`src/rtl/alu_rs_scheduler_pkg.sv`:
```
// Shared constants for the ALU reservation station: ALU op codes,
// default tag/data widths and boolean literals.
package alu_rs_scheduler_pkg;

  localparam int TAG_W_DEFAULT = 4;
  localparam int XLEN_DEFAULT  = 32;

  localparam logic TRUE  = 1'b1;
  localparam logic FALSE = 1'b0;

  typedef enum logic [3:0] {
    OP_ADD          = 4'd0,
    OP_MINUS        = 4'd1,
    OP_AND          = 4'd2,
    OP_OR           = 4'd3,
    OP_XOR          = 4'd4,
    OP_LEFT_SHIFT   = 4'd5,
    OP_RIGHT_SHIFT  = 4'd6,
    OP_RIGHT_SHIFT_A = 4'd7,
    OP_LESS         = 4'd8,
    OP_EQUAL        = 4'd9,
    OP_NOT_EQUAL    = 4'd10,
    OP_GEQ          = 4'd11
  } alu_op_e;

endpackage

```
`src/rtl/alu_rs_pick.sv`:
```
// Find-first-set priority encoder: reports whether any request bit is set
// and the index of the lowest one.
module alu_rs_pick #(
  parameter  int DEPTH = 8,
  localparam int IDX_W = $clog2(DEPTH)
) (
  input  logic [DEPTH-1:0] req,
  output logic             found,
  output logic [IDX_W-1:0] idx
);

  always_comb begin
    // NOTE: outputs get a default before the loop so no path leaves them unassigned (no latch).
    found = 1'b0;
    idx   = '0;
    // Scanning downward lets the lowest set bit be the last one written.
    for (int i = DEPTH - 1; i >= 0; i--) begin
      if (req[i]) begin
        found = 1'b1;
        idx   = IDX_W'(i);
      end
    end
  end

endmodule

```
`src/rtl/alu_rs_scheduler.sv`:
```
// Reservation station and dispatch scheduler for the shared combinational ALU:
// holds ops until their operands arrive on the CDB, then feeds one per cycle.
module alu_rs_scheduler
  import alu_rs_scheduler_pkg::*;
#(
  parameter int DEPTH = 8,
  parameter int TAG_W = TAG_W_DEFAULT,
  parameter int XLEN  = XLEN_DEFAULT
) (
  input  logic             clk,
  input  logic             rst,
  input  logic             rdy,
  input  logic             flush,
  input  logic             issue_valid,
  output logic             issue_ready,
  input  logic [3:0]       issue_op,
  input  logic [XLEN-1:0]  issue_vj,
  input  logic [XLEN-1:0]  issue_vk,
  input  logic             issue_qj_busy,
  input  logic             issue_qk_busy,
  input  logic [TAG_W-1:0] issue_qj,
  input  logic [TAG_W-1:0] issue_qk,
  input  logic [TAG_W-1:0] issue_dest,
  input  logic             cdb_valid,
  input  logic [TAG_W-1:0] cdb_tag,
  input  logic [XLEN-1:0]  cdb_value,
  output logic             alu_ready,
  output logic [XLEN-1:0]  alu_lv,
  output logic [XLEN-1:0]  alu_rv,
  output logic [3:0]       alu_op,
  input  logic [XLEN-1:0]  alu_result,
  input  logic             alu_success,
  output logic             out_valid,
  output logic [TAG_W-1:0] out_tag,
  output logic [XLEN-1:0]  out_value,
  input  logic             out_grant
);

  localparam int IDX_W = $clog2(DEPTH);

  typedef struct packed {
    logic [3:0]       op;
    logic [XLEN-1:0]  vj;
    logic [XLEN-1:0]  vk;
    logic             jbusy;
    logic             kbusy;
    logic [TAG_W-1:0] qj;
    logic [TAG_W-1:0] qk;
    logic [TAG_W-1:0] dest;
  } entry_t;

  logic [DEPTH-1:0] valid;
  entry_t           rs [DEPTH];

  logic [DEPTH-1:0] free_vec;
  logic [DEPTH-1:0] ready_vec;
  logic             free_found;
  logic             ready_found;
  logic [IDX_W-1:0] free_idx;
  logic [IDX_W-1:0] sel_idx;
  logic             dispatch;
  logic             fire;
  logic             issue_we;
  entry_t           new_entry;

  always_comb begin
    for (int i = 0; i < DEPTH; i++) begin
      free_vec[i]  = !valid[i];
      ready_vec[i] = valid[i] && !rs[i].jbusy && !rs[i].kbusy;
    end
  end

  alu_rs_pick #(.DEPTH(DEPTH)) u_free_pick (
    .req   (free_vec),
    .found (free_found),
    .idx   (free_idx)
  );

  alu_rs_pick #(.DEPTH(DEPTH)) u_ready_pick (
    .req   (ready_vec),
    .found (ready_found),
    .idx   (sel_idx)
  );

  // A held result that is not being granted blocks dispatch.
  assign issue_ready = free_found;
  assign issue_we    = issue_valid && free_found;
  assign dispatch    = rdy && ready_found && (!out_valid || out_grant);
  assign fire        = dispatch && alu_success;

  always_comb begin
    alu_ready = dispatch;
    alu_lv    = '0;
    alu_rv    = '0;
    alu_op    = '0;
    if (dispatch) begin
      alu_lv = rs[sel_idx].vj;
      alu_rv = rs[sel_idx].vk;
      alu_op = rs[sel_idx].op;
    end
  end

  // Operands broadcast in the issue cycle are captured directly.
  always_comb begin
    new_entry.op    = issue_op;
    new_entry.vj    = issue_vj;
    new_entry.vk    = issue_vk;
    new_entry.jbusy = issue_qj_busy;
    new_entry.kbusy = issue_qk_busy;
    new_entry.qj    = issue_qj;
    new_entry.qk    = issue_qk;
    new_entry.dest  = issue_dest;
    if (cdb_valid && issue_qj_busy && issue_qj == cdb_tag) begin
      new_entry.vj    = cdb_value;
      new_entry.jbusy = FALSE;
    end
    if (cdb_valid && issue_qk_busy && issue_qk == cdb_tag) begin
      new_entry.vk    = cdb_value;
      new_entry.kbusy = FALSE;
    end
  end

  // NOTE: payload storage has no reset; the valid bits alone decide whether an entry is meaningful.
  always_ff @(posedge clk) begin
    if (!rst && !flush && rdy) begin
      for (int i = 0; i < DEPTH; i++) begin
        if (issue_we && free_idx == IDX_W'(i)) begin
          rs[i] <= new_entry;
        end else begin
          if (valid[i] && rs[i].jbusy && cdb_valid && rs[i].qj == cdb_tag) begin
            rs[i].vj    <= cdb_value;
            rs[i].jbusy <= FALSE;
          end
          if (valid[i] && rs[i].kbusy && cdb_valid && rs[i].qk == cdb_tag) begin
            rs[i].vk    <= cdb_value;
            rs[i].kbusy <= FALSE;
          end
        end
      end
    end
  end

  // NOTE: non-blocking assignments keep every read in this block on pre-edge state.
  always_ff @(posedge clk) begin
    if (rst || flush) begin
      valid     <= '0;
      out_valid <= FALSE;
      out_tag   <= '0;
      out_value <= '0;
    end else if (rdy) begin
      // The issue slot is always a free entry, so it never collides with the retiring one.
      if (fire)     valid[sel_idx]  <= FALSE;
      if (issue_we) valid[free_idx] <= TRUE;
      if (fire) begin
        out_valid <= TRUE;
        out_tag   <= rs[sel_idx].dest;
        out_value <= alu_result;
      end else if (out_grant) begin
        out_valid <= FALSE;
      end
    end
  end

endmodule

```
`config.mk`:
```
export PLATFORM = sky130hd
export DESIGN_NAME = alu_rs_scheduler
export DESIGN_NICKNAME = d
export VERILOG_FILES = /design/src/rtl/alu_rs_scheduler_pkg.sv /design/src/rtl/alu_rs_pick.sv /design/src/rtl/alu_rs_scheduler.sv
export SDC_FILE = /design/constraint.sdc
export NUM_CORES = 1
export LEC_CHECK = 0
export BUFFER_PORTS_ARGS = -buffer_cell sky130_fd_sc_hd__buf_2
export CAP_MARGIN = 20
export CORE_MARGIN = 4
export CORE_UTILIZATION = 49
export CTS_CLUSTER_SIZE = 8
export DETAILED_ROUTE_END_ITERATION = 12
export MAX_ROUTING_LAYER = met4
export PLACE_DENSITY = 0.77
export SYNTH_ARGS = -nofsm -noshare
export SYNTH_HDL_FRONTEND = slang
export SYNTH_SLANG_ARGS = --single-unit
```
`constraint.sdc`:
```
create_clock -name clk -period 5.3 [get_ports clk]
set_input_delay 0.265 -clock clk [delete_from_list [all_inputs] [get_ports clk]]
set_output_delay 0.265 -clock clk [all_outputs]
set_load 0.01 [all_outputs]
```
=== Word level (Yosys, flattened, before mapping) ===
Memory sizes are Yosys's and may differ from the RTL's.
Cells that the tools add are included.

* $add $sub $neg: 0
* $mul: 0
* Div/mod/pow operators: 0
* Magnitude comparators: 4
* Eq/ne operators: 25
* Shifts and indexed selects: 0
* Muxes and demuxes: 169
* Bitwise gates (word level): 35
* Reductions and logical operators: 109

{| class="wikitable"
|+ Operators with widths
! kind !! count
|-
| 32-bit 2-to-1 mux || 20
|-
| 1-bit 2-to-1 mux || 126
|-
| 1-bit logical AND || 84
|-
| 4-bit == test || 18
|-
| 3-bit 2-to-1 mux || 16
|-
| 8-bit 2-to-1 mux || 4
|-
| 1-bit OR || 32
|-
| 1-bit zero test || 19
|-
| 3-bit == test, second input constant || 4
|-
| 8-bit AND || 1
|-
| 3-bit by 4-bit less-than comparator with 1-bit output, second input constant || 2
|-
| 8-bit NOT || 1
|-
| 8-bit OR || 1
|-
| 1-bit demux with 3-bit select || 2
|-
| 3-bit by 2-bit == test with 1-bit output, second input constant || 2
|-
| 3-bit by 1-bit greater-or-equal comparator with 1-bit output, second input constant || 2
|-
| 4-bit 2-to-1 mux || 1
|-
| 2-bit AND reduction || 2
|-
| 3-bit by 1-bit == test with 1-bit output, second input constant || 1
|-
| 3-bit zero test || 1
|-
| 1-bit logical OR || 2
|-
| 2-bit nonzero test || 1
|}

* Register bits: 45
* Latch bits: 0
* Bits in writable memories: 656
* Memory bits (read-only): 0
* Input bits: 158
* Output and inout bits: 107
* Word-level logic and storage cells: 347
* Memories kept: 1

{| class="wikitable"
|+ Memories
! name !! words !! bits a word !! read ports !! clocked after Yosys merged registers in !! write ports !! line !! source
|-
| rs || 8 || 82 || 9 || 0 || 8 || alu_rs_scheduler.sv:53 || <nowiki>entry_t rs [DEPTH];</nowiki>
|}

=== Logic depth before layout (Yosys ltp) ===
Gate-level depths: netlist of run 1.
An unclocked memory read counts as a cell.

* Depth in word-level cells: 23
* Mapped depth: 10
* Gate-level depth less buffers: 7

=== By module ===
A second synthesis of run 1 with hierarchy kept.

* Cells, all modules: 2,471
* Area total of the unflattened synthesis: 32,498.7 um2

{| class="wikitable"
|+ By module, submodules not included
! module !! times used !! cells an instance !! area an instance (um2) !! seq. area each (um2)
|-
| alu_rs_scheduler || 1 || 2,445 || 32,338.5 || 20,579.7
|-
| alu_rs_pick || 2 || 13 || 80.1 || 0.0
|}

=== Worst setup path after synthesis of run 1 ===
Ideal clock, no wire load.

* Path kind: input-to-reg
* Start point: input cdb_tag[0]
* End point: memory rs[4][14] in the netlist's numbering (enable)
* Setup time: 0.468 ns
* Data arrival time: 3.374 ns
* Required time: 4.832 ns
* Slack: 1.458 ns
* Stages on the path: 5
* Buffers on the path: 2
* Cells stage by stage: buf_2 -> buf_2 -> xnor2_1 -> nand4_1 -> o21ai_0

{| class="wikitable"
|+ RTL lines
! what !! line !! source
|-
| start: declaration || alu_rs_scheduler.sv:25 || <nowiki>input logic [TAG_W-1:0] cdb_tag,</nowiki>
|-
| end: declaration || alu_rs_scheduler.sv:53 ||
|}

=== Worst setup path after layout of run 1 ===
* Start point: register valid[5]
* End point: output alu_lv[22]

* Cells in the longest elaborated chain, start to end: 11
* Elaborated cells on any way between the ends: 18
* Classes of those cells: 13 x mux; 4 x reduce/logical; 1 x memory

{| class="wikitable"
|+ RTL lines
! what !! line !! source
|-
| start: declaration || alu_rs_scheduler.sv:52 || <nowiki>logic [DEPTH-1:0] valid;</nowiki>
|-
| start signal: assignment || alu_rs_scheduler.sv:146 || <nowiki>valid <= '0;</nowiki>
|-
| start signal: indexed assignment || alu_rs_scheduler.sv:152 || <nowiki>if (fire) valid[sel_idx] <= FALSE;</nowiki>
|-
| start signal: indexed assignment || alu_rs_scheduler.sv:153 || <nowiki>if (issue_we) valid[free_idx] <= TRUE;</nowiki>
|-
| 1-bit logical AND * (2 in series) || alu_rs_scheduler.sv:69 || <nowiki>ready_vec[i] = valid[i] && !rs[i].jbusy && !rs[i].kbusy;</nowiki>
|-
| parallel branches: the longest is 8 deep, another holds memory 8 x 82 bit || n/a ||
|-
| 32-bit 2-to-1 mux * || alu_rs_scheduler.sv:96 || <nowiki>if (dispatch) begin</nowiki>
|-
| end: declaration || alu_rs_scheduler.sv:28 || <nowiki>output logic [XLEN-1:0] alu_lv,</nowiki>
|}

Mark *: on every way between the ends.

==> results_dict.tcl, run 1 <==
set metrics [dict create \
    status "complete, no violations" \
    power_frac_clock_pct 45.8 \
    h-tree-depth 3 \
    cts_resized 0 \
    crit_required_ps 5040 \
    p_int_mw 9.70 \
    grt_overflow 0 \
    setup_viol 0 \
    initial_core_util_pct 49.5 \
    fin_setup_tns_ps 0 \
    worst_slew_pin_slew_ps 1160 \
    syn_area_per_cell_um2 14.1 \
    synth_xor_xnor_area_share_pct 1.94 \
    dp_cells 3285 \
    synth_area_um2 32600 \
    synth_compound_area_share_pct 12.8 \
    die_w_um 266 \
    clock_latency_ps 650 \
    ys_types 52 \
    viasPerCell 6.61 \
    place_hpwl_um 57100 \
    synth_top_cells_by_area "edfxtp_1 (60%), mux2_2 (15%), a21oi_1 (3.7%), o221ai_1 (3.7%), dfxtp_1 (2.9%)" \
    cts.clk_slew.worst_paths_ps 50 \
    yosysWarnings 0 \
    yosys.area_share.simple_pct 3.65 \
    switchingPower_mw 2.60 \
    synthToLayoutAreaGrowth_pct 17.4 \
    cp_max_fo 82 \
    cts_buffers 98 \
    grt_pass1_wl_um 146000 \
    worst_clock_skew_ps 51.8 \
    yosys-top-cells-count "edfxtp_1 (654), mux2_2 (439), a21oi_1 (241)" \
    max-vdd-ir-drop_mv 0.248 \
    switching_share_pct 21.2 \
    grt_pass1_vias 23600 \
    ys.flop_type "edfxtp_1" \
    syn_nets 2468 \
    grt_util_met1_pct 34.5 \
    finalCritPeriodShare_pct 85.6 \
    cts_buffer_depth 3 \
    synth-seq-cells 701 \
    yosysTopAreaCell "edfxtp_1" \
    synth_most_common_cell "edfxtp_1" \
    rsz0062_at_grt "false" \
    worstSetupPathType "register to output pin" \
    powerDensity_nw_per_um2 322 \
    synth_top_family_by_area "multiplexers" \
    wl_per_cell_um 28.3 \
    cts_tree "yes" \
    pwr-share-seq_pct 49.4 \
    cts_num_sinks 701 \
    pin_count 265 \
    netlist_instances 2310 \
    synth_top_area_share_pct 60.3 \
    drc 0 \
    worstPathArrival_ps 4270 \
    instances_no_fill 3491 \
    post-route-util_pct 58.1 \
    drt_iter0_markers 2860 \
    cp-end-kind "output pin" \
    postRouteAntennaNets 0 \
    firstDrtPassIters 7 \
    grt_antenna_before_repair 11 \
    drv_cap 0 \
    grt_use_met3_pct 6.77 \
    grt_max_degree 143 \
    hold_viol_final 0 \
    fp.coreArea_um2 65900 \
    vias 23100 \
    layout_min_cycle_time_ps 4540 \
    grt_usage_pct 27.9 \
    post_cts_buffers 0 \
    async_flop_share_pct 0 \
    power.leakage_nw 13.2 \
    seq_area_frac_synth_pct 63.2 \
    min_path_type "input port to register" \
    power_frac_comb_pct 4.8 \
    clock.fmax_mhz 220 \
    gp_congestion 0.930 \
    slew_violations 0 \
    yosys-mux-area-fraction_pct 15.5 \
    design.die.area_um2 70700 \
    root_buffer "clkbuf_16" \
    busiest_layer "met2" \
    numPortBuffers 264 \
    maxSlewHeadroom_pct 22.4 \
    synth_edf_count 654 \
    fp.dieH_um 266 \
    crit_path_start_kind "register" \
    layout-drive-gt1-share_pct 35.7 \
    met2_usage_pct 44.9 \
    synthAdderAreaFrac_pct 0 \
    fin_nets 2748 \
    routed_wl_um 98900 \
    core.rowCount 94 \
]
-- state kept, by name (all words and copies together) (netlist names) --
signal and count:
out_tag 4, out_valid 1, rs 656, out_value 32, valid 8
-- worst paths after layout --
path | from | endpoint | slack (ps) | cells after the start
worst max-delay path | valid[5] | alu_lv[22] | 760 | 8
worst min-delay path | issue_vj[29] | rs[5][75] | 20 | 2
worst max register to register | valid[7] | rs[5][46] | 1910 | 8
worst min register to register | out_value[5] | out_value[5] | 450 | 2
-- kinds of logic (layout without fill, tap and decap cells) --
family,after synthesis,count (layout)
AOI/OAI and AO/OA,620,620
DFF,701,701
buffers and inverters,217,522
and+or+nand+nor,252,252
xor gates and xnor gates,72,72
other,0,12
muxes,448,448
-- cell usage in the layout, fill, tap and decap left out, types with 6 or more instances in the layout --
cell / n
nor2_1: 19
edfxtp_1: 654
buf_2: 264
xor2_1: 16
nor2_4: 16
nand4_1: 7
o22ai_1: 138
a21oi_1: 241
a22o_1: 64
inv_1: 7
a221o_1: 6
clkbuf_1: 17
mux2_1: 9
clkbuf_16: 100
mux2_2: 439
dlygate4sd3_1: 65
diode_2: 12
o21ai_0: 6
or2_2: 13
xnor2_1: 56
buf_4: 51
o221ai_1: 136
dfxtp_1: 47
nand3_1: 33
nor3_1: 13
nor2_2: 7
nand2_1: 105
buf_12: 7
-- through the flow --
stage	hold WS, ps	setup WS [ps]	cell area [µm²]	total power, mW
after CTS	0.446	781	38100	12.3
after floorplan	364	1460	32600	6.49
after detailed placement	443	1510	34800	6.72
final	18.5	763	38300	12.3
after global placement	439	1590	34700	6.69
after global routing	23.6	606	38200	12.6
-- layer usage --
metal | routed length [µm] | up-vias
met5 | 0 | -
met4 | 3550 | 0
met3 | 10900 | 236
met2 | 48100 | 1508
met1 | 36400 | 11600
li1 | - | 9752
-- cell type report --
class	count	area [µm²]
fillers	5030	27600
flip-flops and latches	701	20600
multi-input cells	1392	11300
clock buffers	117	2570
repair buffers	389	2550
well taps	864	1080
clock inverters	8	119
inverters	8	30.0
diodes	12	30.0
-- power by group through the flow --
| stage | logic [mW] | registers [mW] | clock network [mW] |
|---|---|---|---|
| final | 0.592 | 6.08 | 5.64 |
| after CTS | 0.583 | 6.08 | 5.66 |
| after global placement | 0.507 | 6.18 | 0 |
| after global routing | 0.632 | 6.07 | 5.93 |
| after detailed placement | 0.536 | 6.18 | 0 |
| after floorplan | 0.311 | 6.18 | 0 |
-- critical path, stage by stage (launching register included) --
cell      delay, ps
dfxtp_1         400
nor3b_1         670
a211o_4         950
buf_4           530
o22ai_1         180
a21oi_1         200
o221ai_1        140
a21oi_1         310
buf_2           200
-- what timing repair did --
item | CTS | global route
hold endpoints to repair | 201 | 0
hold buffers | 65 | 0
endpoints found under the setup margin | 0 | 0
Power figures use the tool's default switching activity.
==> run 2, diff against run 1 <==
--- a/config.mk
+++ b/config.mk
@@ -11,6 +11,7 @@
 export CORE_UTILIZATION = 49
 export CTS_CLUSTER_SIZE = 8
 export DETAILED_ROUTE_END_ITERATION = 12
+export GPL_TIMING_DRIVEN = 0
 export MAX_ROUTING_LAYER = met4
 export PLACE_DENSITY = 0.77
 export SYNTH_ARGS = -nofsm -noshare
==> run 2 against run 1 <==
Effect of this change:
- power is 0.91% lower
- critical path depth is 1 higher
- worst setup slack worse by 280 ps
- largest cell class unchanged
- flip-flop and latch count stayed put
- maximum frequency is 5.7% lower
- final cell count is 4.7% higher
- highest routed layer unchanged
- largest power group unchanged
- sequential power hardly changed
==> results_dict.tcl, run 2 (synthesized netlist as in run 1, its figures left out) <==
set metrics [dict create \
    status "complete, no violations" \
    busiest_layer "met2" \
    setup_viol 0 \
    max-vdd-ir-drop_mv 0.239 \
    pin_count 265 \
    cts_buffers 97 \
    grt_overflow 0 \
    place_hpwl_um 72300 \
    wl_per_cell_um 29.8 \
    instances_no_fill 3655 \
    cts_num_sinks 701 \
    reg_top3 "rs: 656 flops, out_value: 32 flops, valid: 8 flops" \
    worstPathArrival_ps 4550 \
    largest_reg_flops 656 \
    clock.fmax_mhz 208 \
    layout-drive-gt1-share_pct 34.7 \
    cts_tree "yes" \
    rsz0062_at_grt "false" \
    p_total_mw 12.2 \
    cp_slowest_cell "clkbuf_1" \
    drt_iter0_markers 3466 \
    worst_clock_skew_ps 44.6 \
    synthToLayoutAreaGrowth_pct 18.5 \
    crit_path_start_kind "register" \
    routed_wl_um 109000 \
    fp.coreArea_um2 65900 \
    design.die.area_um2 70700 \
    drc 0 \
    final_common_cell "edfxtp_1" \
    firstDrtPassIters 7 \
    startpoint "valid[5]" \
    min_path_type "input port to register" \
    grt_pass1_vias 24400 \
    regMostFlops "rs" \
    numPortBuffers 260 \
    initial_core_util_pct 49.5 \
    fin_nets 2912 \
    crit_required_ps 5040 \
    slowest_delay_ps 660 \
    vias 24500 \
    cp-end-kind "output pin" \
    rrSetupSlack_ps 1650 \
    layout_min_cycle_time_ps 4810 \
    dp_cells 3445 \
    r2r_end "rs[5][56]" \
    finalCritPeriodShare_pct 90.8 \
    die_w_um 266 \
    root_buffer "clkbuf_16" \
    gp_congestion 0.917 \
    most-common-layout-cells "edfxtp_1 (654), mux2_2 (439), buf_2 (355), a21oi_1 (241), o22ai_1 (138)" \
    r2r-start "valid[7]" \
    cp-endpoint "alu_lv[26]" \
    drv_cap 0 \
    grt_use_met3_pct 8.07 \
    cp_max_fo 10 \
    cts.clk_slew.worst_paths_ps 50 \
    fp.dieH_um 266 \
    h-tree-depth 3 \
    viasPerCell 6.71 \
    core.rowCount 94 \
    hold_viol_final 0 \
    grt_util_met1_pct 38.1 \
    postRouteAntennaNets 0 \
    power.leakage_nw 13.4 \
    met2_usage_pct 46.2 \
    worstSetupPathType "register to output pin" \
    grt_usage_pct 30.7 \
    slew_violations 0 \
    grt_antenna_before_repair 14 \
    grt_max_degree 34 \
    worst_slew_pin_slew_ps 1380 \
    reg2reg_depth 6 \
    path_cells "nor3b_1 > a211o_1 > clkbuf_1 > clkbuf_1 > o22ai_1 > a21oi_1 > o221ai_1 > a21oi_1 > buf_2" \
    clock_latency_ps 660 \
    powerDensity_nw_per_um2 316 \
    maxSlewHeadroom_pct 7.94 \
    grt_pass1_wl_um 157000 \
    cts_buffer_depth 3 \
]
## run 2: cell count changes in the layout (fill, tap and decap cells not counted), sizes merged
cell / before / now
inv: 10 / 12
dlygate4sd3: 65 / 64
clkinv: 6 / 3
diode: 12 / 14
buf: 324 / 389
clkbuf: 117 / 216
## run 2: cell type report
type                       instances  area [µm²]
antenna                           14        35.0
tap                              864        1080
multi-input combinational       1392       11100
clock buffer                     115        2490
fill                            5109       27300
timing repair buffer             345        2290
inverter                           8        30.0
sequential                       701       20600
buffer                           209         941
clock inverter                     7        85.1
## run 2: metal layers
metal / vias to the layer above / part of all wire, %
met2: 1938 / 46
li1: 10100 / -
met4: 0 / 6.3
met5: - / 0
met1: 12100 / 35
met3: 430 / 13
## run 2: timing repair
action                                 in CTS  in global routing
buffers inserted                            0                  0
hold buffers                               64                  0
gates resized for setup                     0                  0
endpoints found under the hold margin     184                  0
## run 2: stage by stage
stage               instance area (µm²)  hold slack [ps]  util, %  setup slack [ps]  setup TNS, ps
finish                            38600             20.7     58.6               487              0
global route                      38600             26.4     58.6               487              0
CTS                               38400            0.715     58.3               847              0
detailed placement                35200              445     53.4              1540              0
global placement                  35000              440     53.1             -1310         -60890
floorplan                         32600              364        -              1460              0
## run 2: critical path: cells and delay by family (launching register included)
family | cells | cell delay (ps)
flip-flops | 1 | 460
AND/OR/NAND/NOR | 1 | 520
AO/OA/AOI/OAI | 5 | 1350
buffers and inverters | 3 | 1540
## run 2: worst min path at each step
stage	start	endpoint	slack, ps	cells after the start
3_3_place_gp	out_value[0]	out_value[0]	440	2
4_1_cts	issue_vj[23]	rs[3][69]	0.7	2
2_1_floorplan	issue_dest[0]	rs[0][0]	360	0
3_5_place_dp	out_value[5]	out_value[5]	440	2
5_1_grt	issue_vk[0]	rs[4][14]	30	2
6_report	issue_vk[28]	rs[4][42]	20	2
## run 2: power breakdown
group          leakage [nW]  internal [mW]  total, mW  switching, mW
logic                  5.69          0.278      0.612          0.334
registers              6.43           6.07       6.08        0.00493
clock network          1.25           3.25       5.50           2.25
